### config.mk
export PLATFORM = sky130hd
export DESIGN_NAME = fetch_stage
export DESIGN_NICKNAME = d
export VERILOG_FILES = /design/src/rtl/fetch_stage.sv
export SDC_FILE = /design/constraint.sdc
export NUM_CORES = 1
export LEC_CHECK = 0
export CORE_MARGIN = 8
export CORE_UTILIZATION = 25
export DETAILED_ROUTE_END_ITERATION = 16
export SLEW_MARGIN = 20
export SYNTH_ARGS = -nofsm -noshare
export SYNTH_HDL_FRONTEND = slang
export SYNTH_SLANG_ARGS = --single-unit
### constraint.sdc
create_clock -name clk -period 2.1 [get_ports clk]
set_input_delay 0.21 -clock clk [delete_from_list [all_inputs] [get_ports clk]]
set_output_delay 0.21 -clock clk [all_outputs]
set_load 0.01 [all_outputs]
### src/rtl/fetch_stage.sv
// IF stage and IF/ID pipeline register: PC, load-use stall, redirect flush, syscall halt/resume.
// Optional performance counters are enabled with the FETCH_STAT_EN macro.
module fetch_stage #(
    parameter logic [31:0] RESET_PC = 32'h0000_0000,
    parameter int          IM_AW    = 10
) (
    input  logic             clk,
    input  logic             rst,
    input  logic             STALL,
    input  logic             REDIRECT,
    input  logic [31:0]      REDIRECT_PC,
    input  logic             HALT,
    input  logic             GO,
    input  logic [31:0]      IM_DATA,
    output logic [IM_AW-1:0] IM_ADDR,
    output logic [31:0]      PC_IF,
    output logic [31:0]      IR_ID,
    output logic [31:0]      PC4_ID,
    output logic             VALID_ID,
    output logic             HALTED
`ifdef FETCH_STAT_EN
    ,
    output logic [31:0]      CYCLE_CNT,
    output logic [31:0]      STALL_CNT,
    output logic [31:0]      FLUSH_CNT
`endif
);

    localparam logic [0:0] S_RUN  = 1'b0;
    localparam logic [0:0] S_HALT = 1'b1;

    function automatic logic [31:0] inc_pc(input logic [31:0] pc);
        inc_pc = pc + 32'd4;
    endfunction

    function automatic logic [31:0] align_pc(input logic [31:0] pc);
        align_pc = pc & 32'hFFFF_FFFC;
    endfunction

    logic [31:0] pc_q, pc_d;
    logic [31:0] ir_q, ir_d;
    logic [31:0] pc4_q, pc4_d;
    logic        vld_q, vld_d;
    logic [0:0]  state_q, state_d;
    logic        hold_edge;

    always_comb begin
        pc_d      = pc_q;
        ir_d      = ir_q;
        pc4_d     = pc4_q;
        vld_d     = vld_q;
        state_d   = state_q;
        hold_edge = 1'b0;
        if (REDIRECT) begin
            pc_d  = align_pc(REDIRECT_PC);
            ir_d  = 32'd0;
            vld_d = 1'b0;
            if (HALT) state_d = S_HALT;
        end else if (HALT) begin
            state_d = S_HALT;
            ir_d    = 32'd0;
            vld_d   = 1'b0;
        end else if (state_q == S_HALT) begin
            // PC is held so fetch resumes exactly where it stopped
            if (GO) state_d = S_RUN;
            ir_d  = 32'd0;
            vld_d = 1'b0;
        end else if (STALL) begin
            hold_edge = 1'b1;
        end else begin
            pc_d  = inc_pc(pc_q);
            ir_d  = IM_DATA;
            pc4_d = inc_pc(pc_q);
            vld_d = 1'b1;
        end
    end

    always_ff @(posedge clk) begin
        if (rst) begin
            pc_q    <= RESET_PC;
            ir_q    <= 32'd0;
            pc4_q   <= 32'd0;
            vld_q   <= 1'b0;
            state_q <= S_RUN;
        end else begin
            pc_q    <= pc_d;
            ir_q    <= ir_d;
            pc4_q   <= pc4_d;
            vld_q   <= vld_d;
            state_q <= state_d;
        end
    end

`ifdef FETCH_STAT_EN
    logic [31:0] cycle_cnt_q, stall_cnt_q, flush_cnt_q;

    always_ff @(posedge clk) begin
        if (rst) begin
            cycle_cnt_q <= 32'd0;
            stall_cnt_q <= 32'd0;
            flush_cnt_q <= 32'd0;
        end else begin
            if (state_q == S_RUN) cycle_cnt_q <= cycle_cnt_q + 32'd1;
            if (hold_edge)        stall_cnt_q <= stall_cnt_q + 32'd1;
            if (REDIRECT)         flush_cnt_q <= flush_cnt_q + 32'd1;
        end
    end

    assign CYCLE_CNT = cycle_cnt_q;
    assign STALL_CNT = stall_cnt_q;
    assign FLUSH_CNT = flush_cnt_q;
`endif

    assign IM_ADDR  = pc_q[IM_AW+1:2];
    assign PC_IF    = pc_q;
    assign IR_ID    = ir_q;
    assign PC4_ID   = pc4_q;
    assign VALID_ID = vld_q;
    assign HALTED   = (state_q == S_HALT);

endmodule

==> results of run 1 <==
-- flip-flops by register name, summed over array words and instances, names as in the netlist --
| register | flops |
|---|---|
| PC4_ID | 30 |
| PC_IF | 30 |
| VALID_ID | 1 |
| HALTED | 1 |
| IR_ID | 32 |
-- synthesized netlist by cell type, types with 4 or more instances --
master,n
a2111oi_0,6
a211oi_1,29
a21oi_1,5
a311oi_1,22
and4_1,11
buf_1,5
buf_2,4
buf_4,15
clkbuf_1,33
dfxtp_1,94
inv_1,10
mux2i_1,32
nand2_1,20
nand3_1,17
nand4_1,16
nor2_1,90
nor3_1,13
nor4_1,13
o21ai_0,13
o31ai_1,10
or3_1,12
or4_1,15
xnor2_1,17
xor2_1,5
-- final cells by class --
class,instances,area (µm²)
inverters,10,37.5
well taps,229,287
clock inverters,7,73.8
clock buffers,9,225
flip-flops and latches,94,1880
repair buffers,233,2220
fillers,1888,10900
multi-input cells,370,2410
-- repair_timing --
item,4_1_cts,5_1_grt
pin swaps,0,0
resized for setup,1,4
endpoints found under the setup margin,1,4
hold endpoints to repair,0,0
-- how the worst max path moves through the flow --
stage / start / to / slack [ns] / depth (start not counted)
finish: PC_IF[3]$_SDFFE_PP0P_ / PC4_ID[26]$_SDFFE_PP0P_ / 0.09 / 5
CTS: PC_IF[3]$_SDFFE_PP0P_ / PC_IF[24]$_SDFFE_PP0P_ / 0.04 / 7
detailed placement: HALT / PC_IF[24]$_SDFFE_PP0P_ / -0.16 / 6
global route: PC_IF[3]$_SDFFE_PP0P_ / PC4_ID[22]$_SDFFE_PP0P_ / -0.02 / 5
floorplan: PC_IF[3]$_SDFFE_PP0P_ / PC_IF[22]$_SDFFE_PP0P_ / 0.005 / 7
global placement: HALT / PC_IF[29]$_SDFFE_PP0P_ / -0.07 / 6
-- per-stage QoR --
step           util (%)  setup TNS [ns]
4_1_cts            39.5               0
3_5_place_dp       37.8          -0.622
3_3_place_gp       37.8          -0.136
6_report           39.6               0
2_1_floorplan         -               0
5_1_grt            39.6         -0.0351
-- layer usage --
layer / global-route usage [%] / part of all wire, % / vias up
met5: 0 / 0 / -
met4: 3.92 / 1.1 / 0
met3: 2.67 / 4.6 / 15
met2: 22.5 / 48 / 129
met1: 18.9 / 47 / 2137
li1: - / - / 2319
-- critical path, delay by kind of cell (launching register included) --
family / cells / cell delay, ns
simple gates: 3 / 1.06
fa+ha+maj: 1 / 0.20
flops: 1 / 0.38
compound gates: 1 / 0.28
-- where the power goes --
part           internal (µW)  switching (µW)
logic                    431             357
clock network            929             764
registers               1860            67.6
total                   3220            1190
-- kinds of logic (layout without fill, tap and decap cells) --
group / count (synthesis) / in the layout / share of synthesized area [%]
muxes: 32 / 32 / 6.98
xor gates and xnor gates: 22 / 22 / 4.20
and+or+nand+nor: 219 / 219 / 25.0
other: 1 / 4 / 0.0817
adders and majority gates: 1 / 1 / 0.272
buffers and inverters: 71 / 259 / 7.38
DFF: 94 / 94 / 41.0
AOI/OAI and AO/OA: 92 / 92 / 15.1
-- layout by cell type, fill, tap and decap left out, types with 5 or more instances in the layout --
master             n
nor4_1            11
clkbuf_16          9
and4_1            11
dfxtp_1           92
xnor2_1           17
a2111oi_0          5
a211oi_1          29
a21oi_1            5
o31ai_1           10
inv_1             10
a311oi_1          22
or3_1             12
buf_4             58
mux2i_1           32
or4_1             14
nand4_1           16
nand2_1           20
xor2_1             5
clkdlybuf4s50_1  169
o21ai_0           13
nand3_1           17
nor2_1            89
nor3_1            13
==> impl_results.md, run 1 <==
* Status: completed
* P&R area growth vs syn at 55.3%
* Worst Hold Depth at 2
* Final std cells w/o fill at 952
* Final period util at 95.8%
* GPL Wtd Cong at 0.822
* Vias post-DR at 4,600
* Peak VDD IR at 0.345 mV
* Detailed Place HPWL at 12.6 mm
* Endpoints failing setup at 0
* Worst hold slack at 0.253 ns
* DRT Wirelength at 16.8 mm
* Worst min path class: in2reg
* Mapped Area at 0.00459 mm²
* H-tree depth at 3
* Starting density of the core at 25.5%
* Final Net Count at 789
* Setup slack, reg-to-reg at 0.09 ns
* Min Tclk post-route at 2.01 ns
* RR Endpoint: PC4_ID[26]$_SDFFE_PP0P_
* Pre-CTS setup slack at -0.159 ns
* Register area share after synthesis at 41.0%
* Worst setup margin at 0.0885 ns
* Top cells by area, synth: dfxtp_1, nor2_1, mux2i_1
* Max FO, Critical Path at 6
* WP data arrival at 2.27 ns
* Ys async rst share at 0%
* Port bufs at 171
* First-pass GRT wire length at 25.0 mm
* Top cell type's share of synthesized area at 41.0%
* Worst setup EP type: flop
* Layout Skew at 0.00850 ns
* Clk slew on worst S/H paths at 0.07 ns
* Synthesis-stage register bit count at 94
* FF-to-FF Start: PC_IF[3]$_SDFFE_PP0P_
* Width of the die at 152 µm
* Leakage power at 0.00253 µW
* Crit path max-delay cell type: or4_1
* Vias in the first global route at 4,308
* Ant diodes at 0
* Fmax at 0.497 GHz
* Antenna violations before repair at 0
* WP data required at 2.36 ns
* WL per Instance at 17.6 µm
* Largest net degree at the start of global routing at 34
* Worst-path cell chain: ha_1 -> and3_1 -> nand3_1 -> or4_1 -> a311oi_1
* Initial DRC Count at 317
* Placed cell area at 0.00681 mm²
* Site row count at 49
* Worst Reg2Reg Path Length in Cells at 5
* Later-pin clock latency in the skew report at 0.35 ns
* End of the worst hold path: HALTED$_SDFFE_PP0P_
* Setup Buffers After CTS at 0
* Drt drc at 0
* CP Launch Type: flop
* Max-capacitance violation count at 0
* CTS Root Cell: clkbuf_16
* EDFF count, synth at 0
* Crit Path Category: reg2reg
* Synth cell types at 41
* Leading area contributor after synthesis: dfxtp_1
* RSZ-0062 raised after global routing: yes
* Top FF cell, synth: dfxtp_1
* Die Y-Extent at 152 µm
* Yosys warns at 0
* Max stage delay on crit path at 0.55 ns
* CTS tree: yes
* Endpoints failing hold at 0
* GRT Util Overall at 14.0%
* Grt total ovfl at 0
* Mean Syn Cell Area at 8.63 µm²
* Die area at 0.0230 mm²
* Fin area at 0.00713 mm²
* Hold Path Origin: rst
* Max Buffers Root-to-Sink at 2
* CTS Buf Count at 9
* Boundary Pins at 178
* Total power at 4410 µW
* PD cells at 618 mW/mm²
* Share of layout cells above drive strength 1 at 12.9%
* Hold buffer count at CTS at 0
* Post-Syn Instances at 532
* Worst Max-Slew Pin Slew at 0.580 ns
* Slew Viols, Final at 0
* Slew margin rel. at 61.0%
* Pre-Repair DR Iteration Count at 4
* Routed Antenna Nets at 0
* Core footprint at 0.0180 mm²
* Vias/cell at 4.83
* DP Cell Count at 936
* CTS sink cnt at 94
(Power assumes the default switching activity.)
==> inputs of run 2 (changes only) <==
clock period = 1.96 ns   (was 2.1 ns; I/O delays follow)
==> impl_results.md, run 2 (synthesis gave the netlist of run 1 again) <==
* Starting density of the core at 25.5%
* Top layer in use: met4
* Crit path max-delay cell type: or4_4
* Share of layout cells above drive strength 1 at 18.7%
* Final Net Count at 805
* Max Buffers Root-to-Sink at 2
* Site row count at 49
* Clk slew on worst S/H paths at 0.07 ns
* Leading cell type in the layout, fill and taps excluded: clkdlybuf4s50_1
* GPL Wtd Cong at 0.800
* Pre-Repair DR Iteration Count at 5
* Layout Skew at 0.0107 ns
* Commonest cells after routing, fill and taps aside: clkdlybuf4s50_1, nor2_1, dfxtp_1
* Wire length on met2 at 8.04 mm
* Max stage delay on crit path at 0.62 ns
* Worst hold slack at 0.131 ns
* RR Endpoint: PC_IF[31]$_SDFFE_PP0P_
* Vias/cell at 4.84
* WP data required at 2.21 ns
* Worst-path cell chain: nand4_4 -> or4_4 -> or4_1 -> a311oi_1
* Die area at 0.0230 mm²
* H-tree depth at 3
* Setup slack, reg-to-reg at 0.05 ns
* Vias post-DR at 4,681
* Met3 wire len at 931 µm
* Worst setup EP type: flop
* Grt total ovfl at 0
* Placed cell area at 0.00695 mm²
* Hold buffer count at CTS at 0
* Endpoints failing hold at 0
* Slew Viols, Final at 0
* Routed Antenna Nets at 0
* Die Y-Extent at 152 µm
* Boundary Pins at 178
* Peak VDD IR at 0.473 mV
* Max-capacitance violation count at 0
* Endpoints failing setup at 0
* Worst setup margin at 0.0533 ns
* FF-to-FF Start: PC_IF[11]$_SDFFE_PP0P_
* PD cells at 670 mW/mm²
* Fillcell total at 1,837
* Antenna violations before repair at 0
* Final std cells w/o fill at 968
* Largest net degree at the start of global routing at 46
* Vias in the first global route at 4,376
* Multi-input logic area at 0.00248 mm²
* WP data arrival at 2.16 ns
* Status: completed
* DP Cell Count at 947
* Max FFs per register at 32
* Final period util at 97.3%
* CTS tree: yes
* CTS Buf Count at 9
* Worst Max-Slew Pin Slew at 0.575 ns
* Worst min path class: in2reg
* P&R area growth vs syn at 61.9%
* CTS sink cnt at 94
* CTS Root Cell: clkbuf_16
* End of the worst hold path: VALID_ID$_SDFFE_PP0N_
* RSZ-0062 raised after global routing: yes
* First-pass GRT wire length at 25.7 mm
* Hold Path Origin: STALL
* GRT Util Overall at 14.3%
* Later-pin clock latency in the skew report at 0.35 ns
* Port bufs at 171
* Fmax at 0.524 GHz
* Min Tclk post-route at 1.91 ns
* WL per Instance at 17.5 µm
* Drt drc at 0
* Critical Path Start: PC_IF[11]$_SDFFE_PP0P_
* Max FO, Critical Path at 6
* DRT met1 WL at 7.79 mm
* Pre-CTS setup slack at -0.212 ns
* Worst Hold Depth at 2
* Crit Path Category: reg2reg
* Width of the die at 152 µm
* Seq. cell area at 0.00193 mm²
* Ant diodes at 0
* Slew margin rel. at 61.3%
* Leakage power at 0.00263 µW
* Core footprint at 0.0180 mm²
* Detailed Place HPWL at 12.9 mm
* DRT Wirelength at 17.0 mm
* Worst Reg2Reg Path Length in Cells at 4
* Initial DRC Count at 297
* Fin area at 0.00743 mm²
* CP Launch Type: flop
## run 2: cell count changes in the layout (fill, tap and decap cells not counted), sizes merged
cell	change
clkinvlp	+2
bufinv	+2
clkinv	-4
buf	+16
## run 2: stage by stage
stage / util, % / power, µW / TNS, ns
5_1_grt: 41.2 / 5200 / -0.0566
3_3_place_gp: 38.5 / 2960 / -1.39
3_5_place_dp: 38.5 / 2970 / -2.97
4_1_cts: 40.5 / 5040 / 0
6_report: 41.2 / 4980 / 0
2_1_floorplan: - / 2480 / 0
## run 2: cell type report
cell class                 count  area share (%)
multi-input combinational    370            33.4
timing repair buffer         249            31.6
sequential                    94            26.0
tap                          229            3.85
clock buffer                   9            3.03
clock inverter                 7            1.63
inverter                      10           0.505
## run 2: worst max-delay path: cells and delay by family (launching register included)
family | cells | cell delay, ns
and+or+nand+nor | 3 | 1.17
DFF | 1 | 0.38
AOI/OAI and AO/OA | 1 | 0.26
## run 2: how the worst max path moves through the flow
stage / cells past startpoint / to / slack (ns)
2_1_floorplan: 4 / PC_IF[31]$_SDFFE_PP0P_ / 0.005
3_3_place_gp: 5 / PC_IF[31]$_SDFFE_PP0P_ / -0.14
4_1_cts: 5 / PC4_ID[23]$_SDFFE_PP0P_ / 0.006
3_5_place_dp: 5 / PC_IF[31]$_SDFFE_PP0P_ / -0.21
6_report: 4 / PC_IF[31]$_SDFFE_PP0P_ / 0.05
5_1_grt: 6 / PC_IF[26]$_SDFFE_PP0P_ / -0.03
## run 2: what timing repair did
item                                   in CTS  in global routing
setup endpoints to repair                   1                 22
gates cloned                                0                  1
endpoints found under the hold margin       0                  0
pin swaps                                   3                  9
resized for setup                           2                 30
setup buffers                               1                  3
## run 2: metal layers
| metal | track usage, % | vias up |
|---|---|---|
| met5 | 0 | - |
| met3 | 3.00 | 12 |
| li1 | - | 2349 |
| met2 | 22.9 | 135 |
| met4 | 3.53 | 0 |
| met1 | 19.2 | 2185 |
## run 2: power breakdown
part	switching, µW	internal (µW)
combinational	383	470
sequential	81.0	1990
clock	799	1250
total	1260	3710
